$ cat src/rtl/adder_pkg.sv
// Shared definitions for cla_serial_word_adder: nibble width, FSM state encoding
// and the nibble-count helper used to size the sequencer.
package adder_pkg;

    localparam int NIBBLE_W = 4;

    typedef enum logic [1:0] {
        ST_IDLE,
        ST_RUN,
        ST_DONE
    } add_state_t;

    function automatic int nib_cnt(input int width);
        return width / NIBBLE_W;
    endfunction

endpackage

$ cat src/rtl/cla_nibble_slice.sv
// Purely combinational 4-bit carry-look-ahead adder slice; also exposes the carry
// into bit 3 so the parent can derive signed overflow from the top nibble.
module cla_nibble_slice (
    input  logic [3:0] a,
    input  logic [3:0] b,
    input  logic       ci,
    output logic [3:0] s,
    output logic       co,
    output logic       c3
);

    logic [3:0] g;
    logic [3:0] p;
    logic       c1;
    logic       c2;

    assign g = a & b;
    assign p = a ^ b;

    // Every carry is a flat sum of products over g/p/ci, so no carry ripples.
    assign c1 = g[0] | (p[0] & ci);
    assign c2 = g[1] | (p[1] & g[0]) | (p[1] & p[0] & ci);
    assign c3 = g[2] | (p[2] & g[1]) | (p[2] & p[1] & g[0])
              | (p[2] & p[1] & p[0] & ci);
    assign co = g[3] | (p[3] & g[2]) | (p[3] & p[2] & g[1])
              | (p[3] & p[2] & p[1] & g[0]) | (p[3] & p[2] & p[1] & p[0] & ci);

    assign s = p ^ {c3, c2, c1, ci};

endmodule

$ cat src/rtl/cla_serial_word_adder.sv
// Wide-word adder that streams operands LSB nibble first through one CLA slice,
// chaining the carry in a register. Define CLA_SIGNED_OVF_EN to add the ovf output.
module cla_serial_word_adder
    import adder_pkg::*;
#(
    parameter int WIDTH = 16
) (
    input  logic             clk,
    input  logic             rst_n,
    input  logic             in_valid,
    output logic             in_ready,
    input  logic [WIDTH-1:0] a,
    input  logic [WIDTH-1:0] b,
    input  logic             cin,
    output logic             out_valid,
    input  logic             out_ready,
    output logic [WIDTH-1:0] sum,
    output logic             cout
`ifdef CLA_SIGNED_OVF_EN
    ,
    output logic             ovf
`endif
);

    localparam int NIB   = nib_cnt(WIDTH);
    localparam int IDX_W = (NIB > 1) ? $clog2(NIB) : 1;
    localparam logic [IDX_W-1:0] LAST_IDX = IDX_W'(NIB - 1);

    if ((WIDTH % NIBBLE_W) != 0 || WIDTH < 8) begin : g_bad_width
        $error("cla_serial_word_adder: WIDTH must be a multiple of 4 and >= 8");
    end

    add_state_t       state_q;
    logic [IDX_W-1:0] nib_idx_q;
    logic [IDX_W-1:0] nib_idx_d;
    logic [WIDTH-1:0] a_q;
    logic [WIDTH-1:0] b_q;
    logic             carry_q;
    logic [WIDTH-1:0] sum_q;
    logic             cout_q;
    logic             in_ready_q;
    logic             out_valid_q;

    logic [IDX_W+1:0] bit_ofs;
    logic [3:0]       nib_a;
    logic [3:0]       nib_b;
    logic [3:0]       nib_s;
    logic             nib_co;
    logic             nib_c3;

    assign bit_ofs   = {nib_idx_q, 2'b00};
    assign nib_a     = a_q[bit_ofs +: NIBBLE_W];
    assign nib_b     = b_q[bit_ofs +: NIBBLE_W];
    assign nib_idx_d = nib_idx_q + 1'b1;

    cla_nibble_slice u_slice (
        .a  (nib_a),
        .b  (nib_b),
        .ci (carry_q),
        .s  (nib_s),
        .co (nib_co),
        .c3 (nib_c3)
    );

`ifdef CLA_SIGNED_OVF_EN
    logic ovf_q;
    assign ovf = ovf_q;
`else
    logic unused_c3;
    assign unused_c3 = nib_c3;
`endif

    // NOTE: sequential state uses non-blocking assignments only, so every register
    // samples the pre-edge values regardless of statement order.
    always_ff @(posedge clk or negedge rst_n) begin
        if (!rst_n) begin
            state_q     <= ST_IDLE;
            nib_idx_q   <= '0;
            a_q         <= '0;
            b_q         <= '0;
            carry_q     <= 1'b0;
            sum_q       <= '0;
            cout_q      <= 1'b0;
            in_ready_q  <= 1'b1;
            out_valid_q <= 1'b0;
`ifdef CLA_SIGNED_OVF_EN
            ovf_q       <= 1'b0;
`endif
        end else begin
            case (state_q)
                ST_IDLE: begin
                    if (in_valid) begin
                        a_q        <= a;
                        b_q        <= b;
                        carry_q    <= cin;
                        nib_idx_q  <= '0;
                        sum_q      <= '0;
                        in_ready_q <= 1'b0;
                        state_q    <= ST_RUN;
                    end
                end
                ST_RUN: begin
                    sum_q[bit_ofs +: NIBBLE_W] <= nib_s;
                    carry_q   <= nib_co;
                    nib_idx_q <= nib_idx_d;
                    if (nib_idx_q == LAST_IDX) begin
                        cout_q      <= nib_co;
`ifdef CLA_SIGNED_OVF_EN
                        ovf_q       <= nib_c3 ^ nib_co;
`endif
                        out_valid_q <= 1'b1;
                        state_q     <= ST_DONE;
                    end
                end
                ST_DONE: begin
                    if (out_ready) begin
                        out_valid_q <= 1'b0;
                        in_ready_q  <= 1'b1;
                        state_q     <= ST_IDLE;
                    end
                end
                default: state_q <= ST_IDLE;
            endcase
        end
    end

    assign in_ready  = in_ready_q;
    assign out_valid = out_valid_q;
    assign sum       = sum_q;
    assign cout      = cout_q;

endmodule

$ cat config.mk
export PLATFORM = sky130hd
export DESIGN_NAME = cla_serial_word_adder
export DESIGN_NICKNAME = d
export VERILOG_FILES = /design/src/rtl/adder_pkg.sv /design/src/rtl/cla_nibble_slice.sv /design/src/rtl/cla_serial_word_adder.sv
export SDC_FILE = /design/constraint.sdc
export NUM_CORES = 1
export LEC_CHECK = 0
export CORE_MARGIN = 2
export CORE_UTILIZATION = 42
export DETAILED_ROUTE_END_ITERATION = 12
export DONT_BUFFER_PORTS = 1
export GPL_TIMING_DRIVEN = 0
export PLACE_DENSITY_LB_ADDON = 0.3
export SKIP_CTS_REPAIR_TIMING = 1
export SLEW_MARGIN = 30
export SYNTH_ARGS = -nofsm -noshare
export SYNTH_HDL_FRONTEND = slang
export SYNTH_HIERARCHICAL = 1
export SYNTH_SLANG_ARGS = --single-unit
export TNS_END_PERCENT = 20
$ cat constraint.sdc
create_clock -name clk -period 3.1 [get_ports clk]
set_clock_uncertainty 0.15 [all_clocks]
set_input_delay 0.93 -clock clk [delete_from_list [all_inputs] [get_ports clk]]
set_output_delay 0.93 -clock clk [all_outputs]
set_load 0.05 [all_outputs]
==> run summary, run 1 <==
The synthesis-to-finish area growth works out to 7.08%. In this run the worst path has a maximum fanout of 10. Type of the most critical hold path: in -> async.

The clock passes through at most 2 buffers. Worst endpoint required time: 3.20 ns. The cell area after synthesis came out at 0.00279 sq mm. After synthesis, the most frequently instantiated cells are sky130_fd_sc_hd__dfrtp_1, sky130_fd_sc_hd__mux2_4, sky130_fd_sc_hd__a22o_1. The starting density of the core was 0.438; the fraction of layout cells with a size suffix above 1 was 0.347.

Summed over all layers, the global routing overflow is 0. For this run, the leading register cell type out of synthesis is sky130_fd_sc_hd__dfrtp_1. Input and output buffers added on the ports amount to 0. The depth of the CTS H-tree is 2, and the detailed placer's ending HPWL is 3.75 mm. Timing would allow up to 0.352 GHz. The fraction of synthesis flops using an asynchronous set or reset pin came out at 1.00. Adding up every negative setup slack in the final design gives 0 ns. The run finished with clean final reports. The most numerous cell in the Yosys netlist is sky130_fd_sc_hd__dfrtp_1.

Vias after detailed routing: 1,518. Each instance of the synthesized netlist takes up on average 15.1 sq um. The pin slew with the least headroom to its limit came out at 0.531 ns. The tool flagged a number of max-cap violations equal to 0. The critical path in this run is classified as reg -> reg. The count of yosys warnings during synthesis is 6, and the total length of routed wires is 5.21 mm. The first TritonRoute pass finished after 6 iterations. Number of failing hold endpoints at the final stage: 0. Entering global routing, the biggest net connects 57 pins. The layout has 567 filler cells.

The logs give 0.502 for the sequential-to-total area share from yosys stat and 0 for the number of antenna violations at the first check in global routing. Counting every net in the synthesized netlist gives 232. The number of antenna diodes in the final layout is 0. The setup-violating endpoint count in the final report is 0.

The tools report the type of origin of the critical path as a register. STA classifies the critical path endpoint as a register. The max-slew headroom at the worst pin is 0.643, and the first-pass GRT wire length is 8.85 mm.

By area the synthesized netlist is led by sky130_fd_sc_hd__dfrtp_1, sky130_fd_sc_hd__mux2_4, sky130_fd_sc_hd__mux4_2. The congestion estimate from routability-driven global placement came to 0.824. The run gives 5 as the CTS buffer count. Synthesis inferred 56 register bits. Once detail routing completed, the nets flagged for antenna violations numbered 0. The share of the cycle needed by the critical path after routing is 0.916, and the number of rows created at floorplan is 29. Yosys mapped a number of flops with a built-in enable equal to 0.

The max-slew violation count was 0. The run gives 0.31 ns as the worst-skew pair later-pin latency. After synthesis, the netlist uses 35 different library cells. After detailed routing, the number of vias per cell comes to 5.62. Summed over all instances, the cell type with the most area after synthesis is sky130_fd_sc_hd__dfrtp_1.

After the first detailed-routing iteration, the DRC count stood at 72. The tools report the global-route total usage across every layer as 0.159. The full die area is 0.00732 sq mm. TritonCTS built the clock tree. The net count of the finished layout is 239. The post-synthesis cell count is 185.

The total area inside the core boundary comes to 0.00639 sq mm. Data arrives at the worst endpoint at 2.94 ns. Counting every sink on the clock net gives 56. The DRC violation count after routing is 0, and the final routed wire length divided by cell count is 19.3 um. The time the final worst path needs with I/O delays and setup was 2.84 ns; the top-level I/O count was 56. The floorplan step set the die height to 85.6 um.

Setup repair after global routing left no endpoint under its margin. Clock input transition at the sequential cells of the worst setup and hold paths: 0.10 ns. The top cell type's share of synthesized area works out to 0.493. The via count of the first global-routing pass is 1,632.

The cell sitting at the root of the clock tree is a sky130_fd_sc_hd__clkbuf_8. The overall die width works out to 85.6 um.
==> layout make-up <==
cell class	instances	area, sq um	share of cell area
sequential	56	1400	0.469
multi-input combinational	113	1300	0.435
tap	77	96.3	0.0322
clock buffer	6	82.6	0.0276
buffer	8	70.1	0.0234
inverter	8	30.0	0.0100
clock inverter	2	10.0	0.00335
==> per-layer routing <==
| layer | vias to the layer above | share of wire | global-route usage |
|---|---|---|---|
| li1 | 686 | - | - |
| met1 | 771 | 0.45 | 0.216 |
| met2 | 51 | 0.47 | 0.238 |
| met3 | 10 | 0.062 | 0.0491 |
| met4 | 0 | 0.022 | 0.0678 |
| met5 | - | 0 | 0 |
==> registers in the layout, indices dropped and copies added (netlist names) <==
name       count
sum           16
nib_idx_q      2
b_q           16
cout           1
a_q           16
out_valid      1
state_q        2
in_ready       1
carry_q        1
==> per-stage QoR <==
stage / cells / hold WS, ns / utilization / setup slack (ns) / area (sq um)
after floorplan: 185 / 0.325 / - / 0.546 / 2790
after detailed placement: 262 / 0.343 / 0.453 / 0.177 / 2890
final: 270 / 0.145 / 0.468 / 0.259 / 2990
after global placement: 262 / 0.343 / 0.453 / 0.210 / 2890
after CTS: 270 / 0.137 / 0.467 / 0.148 / 2980
after global routing: 270 / 0.119 / 0.468 / 0.101 / 2990
==> path summary, 6_finish.rpt <==
path	from	end	slack, ns	depth (start not counted)
max reg2reg	nib_idx_q[0]	sum[2]	0.26	8
min in group clk	a_q[13]	a_q[13]	0.37	1
max in group asynchronous	rst_n	in_ready	2.48	0
min reg2reg	a_q[13]	a_q[13]	0.37	1
max	nib_idx_q[0]	sum[2]	0.26	8
min	rst_n	sum[12]	0.14	0
==> worst max-delay path, stage by stage (launching register included) <==
cell and delay, ns:
sky130_fd_sc_hd__dfrtp_1 0.40, sky130_fd_sc_hd__buf_4 0.20, sky130_fd_sc_hd__buf_6 0.19, sky130_fd_sc_hd__mux4_2 0.54
sky130_fd_sc_hd__ha_1 0.30, sky130_fd_sc_hd__a211oi_2 0.27, sky130_fd_sc_hd__nor2_1 0.09, sky130_fd_sc_hd__xor2_1 0.41
sky130_fd_sc_hd__a22o_1 0.23
==> cell families after synthesis <==
kind of cell | Yosys count | share of synthesized area
AO/OA/AOI/OAI | 36 | 0.0990
flip-flops | 56 | 0.502
adder cells (fa/ha/maj) | 10 | 0.0475
AND/OR/NAND/NOR | 23 | 0.0690
XOR/XNOR | 3 | 0.00941
multiplexers | 41 | 0.238
buffers and inverters | 16 | 0.0354
==> cells in the final DEF (no fill, tap or decap), drive strengths merged <==
| cell type | synthesis | routed |
|---|---|---|
| or3b | 1 | 1 |
| nand2b | 3 | 3 |
| o21bai | 2 | 2 |
| o31ai | 1 | 1 |
| a21oi | 6 | 6 |
| xor2 | 2 | 2 |
| dfstp | 1 | 1 |
| nor4b | 2 | 2 |
| o22ai | 1 | 1 |
| clkinv | 0 | 2 |
| nand2 | 8 | 8 |
| xnor2 | 1 | 1 |
| a211oi | 1 | 1 |
| nand3b | 1 | 1 |
| a22o | 17 | 17 |
| nor2 | 5 | 5 |
| nor4 | 1 | 1 |
| inv | 8 | 8 |
| o21ai | 3 | 3 |
| buf | 7 | 7 |
| nor3 | 1 | 1 |
| ha | 9 | 9 |
| clkbuf | 1 | 7 |
| dfrtp | 55 | 55 |
| mux4 | 8 | 8 |
| fa | 1 | 1 |
| a21o | 5 | 5 |
| and2b | 1 | 1 |
| mux2 | 33 | 33 |
Power of run 1 is not shown: default switching activity piles up to over one toggle a cycle in this logic, so the estimate is an artifact.
==> inputs of run 2 (changes only) <==
- DONT_BUFFER_PORTS: 1 -> unset
- SKIP_LAST_GASP: unset -> 1
==> run summary, run 2 (synthesis gave the netlist of run 1 again) <==
The signal on the critical path passes through buf_4, buf_6, mux4_2, ha_1, a211oi_2, o21bai_2, xor2_1, a22o_1. The logs give 0.611 for the max-slew headroom at the worst pin and 56 for the count of clock tree sinks. On the worst path, the slowest cell contributes a delay of 0.54 ns.

In this run, the number of DRC markers left after iteration 0 of detailed routing was 50. The ratio of total power to cell area was 1210 mW/mm^2; the via count of the first global-routing pass was 1,786. The tools report the CTS root buffer as sky130_fd_sc_hd__clkbuf_8.

The later pin in the worst-skew pair is clocked with a latency of 0.31 ns. The number of port buffers works out to 55. Leaving out fill and tap cells, the most frequent cell in the layout is sky130_fd_sc_hd__dfrtp_1. The overall die width came out at 85.6 um. The per-cell via count in the routed design works out to 5.22.

For the instance count after placement with tap cells included, the log shows 318. Detailed placement finished with a half-perimeter wire length of 3.96 mm. The overflow left after global routing is 0. Along the worst path, the maximum fanout reaches 10. The class of the most critical setup path was reg -> reg. At the pin with the least slew margin, the transition time is 0.583 ns. The first TritonRoute pass finished after 4 iterations. For the final routed database, the setup TNS stands at 0 ns. The time the final worst path needs with I/O delays and setup is 2.87 ns, and the weighted congestion reported at the end of routability-driven placement is 0.839. The logs give 5 for the CTS buffer count and 0.349 GHz for the fmax.

The flow ran to the end, and the final reports show no timing, DRC or antenna violations. In this run the count of I/O pins placed on the die edge is 56. Capturing element type of the critical path: a register. The DRC violation count after routing came out at 0. The top cell types in the final layout, fill and taps aside, are sky130_fd_sc_hd__dfrtp_1, sky130_fd_sc_hd__clkdlybuf4s50_1, sky130_fd_sc_hd__mux2_4, sky130_fd_sc_hd__a22o_1, sky130_fd_sc_hd__ha_1. The count of nets left with antenna violations once routing finished came out at 0. The run gives 557 as the count of fill cells added during filler insertion. The maximum resistive drop on vdd is 0.618 mV, and the full die area is 0.00732 sq mm. The depth of the CTS H-tree was 2. Dividing the detail-routed wire length by the instance count gives 16.0 um. Row generation in the floorplan step produced 29 rows.

The logs give 0.153 for the global-route total usage across every layer and 0 for the number of antenna violations at the first check in global routing. Starting density of the core: 0.438. Excluding fillers, the count of instances in the completed layout stands at 326.

The core region is 0.00639 sq mm. Setup repair after global routing left no endpoint under its margin. The synthesis-to-finish area growth was 27.8%; the reported max-cap violation count was 0.

The run gives 0 as the number of failing hold endpoints at the final stage. After clock tree synthesis, the clock-pin slew on the worst setup and hold paths is 0.11 ns. Type of origin of the critical path: a register. The routed design has 5.20 mm of wire. STA puts the critical path data arrival time at 2.98 ns. The max-slew violation count came out at 0. The worst-case clock buffer depth was 2; the leakage power of the design was 1.59 nW.

The share of the cycle needed by the critical path after routing was 0.925. For the worst setup path, the data required time is 3.21 ns. TritonCTS built the clock tree.

Type of the most critical hold path: reg -> reg. Setup violations remaining at the end of the flow were counted as 0. The height of the die is 85.6 um.

Across all layers, the routed design uses 1,703 vias. The net count of the finished layout was 295; the largest net degree at the start of global routing was 30. The first-pass GRT wire length is 8.74 mm, and the fraction of layout cells with a size suffix above 1 is 0.265.

The number of antenna diodes in the final layout is 0. On the critical path, the stage with the largest delay is an instance of sky130_fd_sc_hd__mux4_2.
[run 2: per-layer routing]
| metal | global-route usage | share of wire | vias to the layer above |
|---|---|---|---|
| met2 | 0.259 | 0.50 | 43 |
| li1 | - | - | 804 |
| met4 | 0.0433 | 0.011 | 0 |
| met3 | 0.0308 | 0.039 | 7 |
| met5 | 0 | 0 | - |
| met1 | 0.201 | 0.45 | 849 |
[run 2: worst max-delay path, delay by kind of cell, from the launching register on]
kind	cells	cell delay [ns]
mux	1	0.54
xor+xnor	1	0.42
fa+ha+maj	1	0.30
flops	1	0.39
buf+inv	2	0.39
compound gates	3	0.62
[run 2: worst paths after layout]
check | depth (start not counted) | startpoint | slack (ns) | endpoint
worst max-delay path | 8 | nib_idx_q[0] | 0.23 | sum[3]
max in group asynchronous | 2 | rst_n | 1.88 | in_ready
worst max register to register | 8 | nib_idx_q[0] | 0.23 | sum[3]
min in group asynchronous | 1 | rst_n | 0.38 | b_q[11]
worst min register to register | 1 | sum[1] | 0.36 | sum[1]
worst min-delay path | 1 | sum[1] | 0.36 | sum[1]
[run 2: metrics by stage]
stage	hold slack (ns)	setup slack [ns]	total power [mW]	utilization	instance area [sq um]
final	0.356	0.232	4.33	0.559	3570
after global placement	0.333	-0.745	3.84	0.539	3440
after global routing	0.380	0.0866	4.61	0.559	3570
after floorplan	0.325	0.546	3.18	-	2790
after detailed placement	0.340	0.234	3.89	0.542	3460
after CTS	0.362	0.203	4.38	0.559	3570
[run 2: cell type report]
cell class | count | area, sq um | area share
flip-flops and latches | 56 | 1400 | 0.393
multi-input cells | 113 | 1290 | 0.362
repair buffers | 56 | 568 | 0.159
well taps | 77 | 96.3 | 0.0270
clock buffers | 6 | 72.6 | 0.0203
plain buffers | 8 | 68.8 | 0.0193
clock inverters | 2 | 38.8 | 0.0109
inverters | 8 | 30.0 | 0.00841
[run 2: power by group]
part | internal, mW | total, mW | switching [mW]
registers | 1.06 | 1.26 | 0.199
logic | 1.20 | 2.58 | 1.38
clock network | 0.245 | 0.483 | 0.239
Note: power is estimated with default switching activity, not from simulation.
==> inputs of run 3 (changes only) <==
- GPL_ROUTABILITY_DRIVEN: unset -> 1
==> results of run 3 <==
The final DEF is identical to that of run 2; final timing and power are the same.
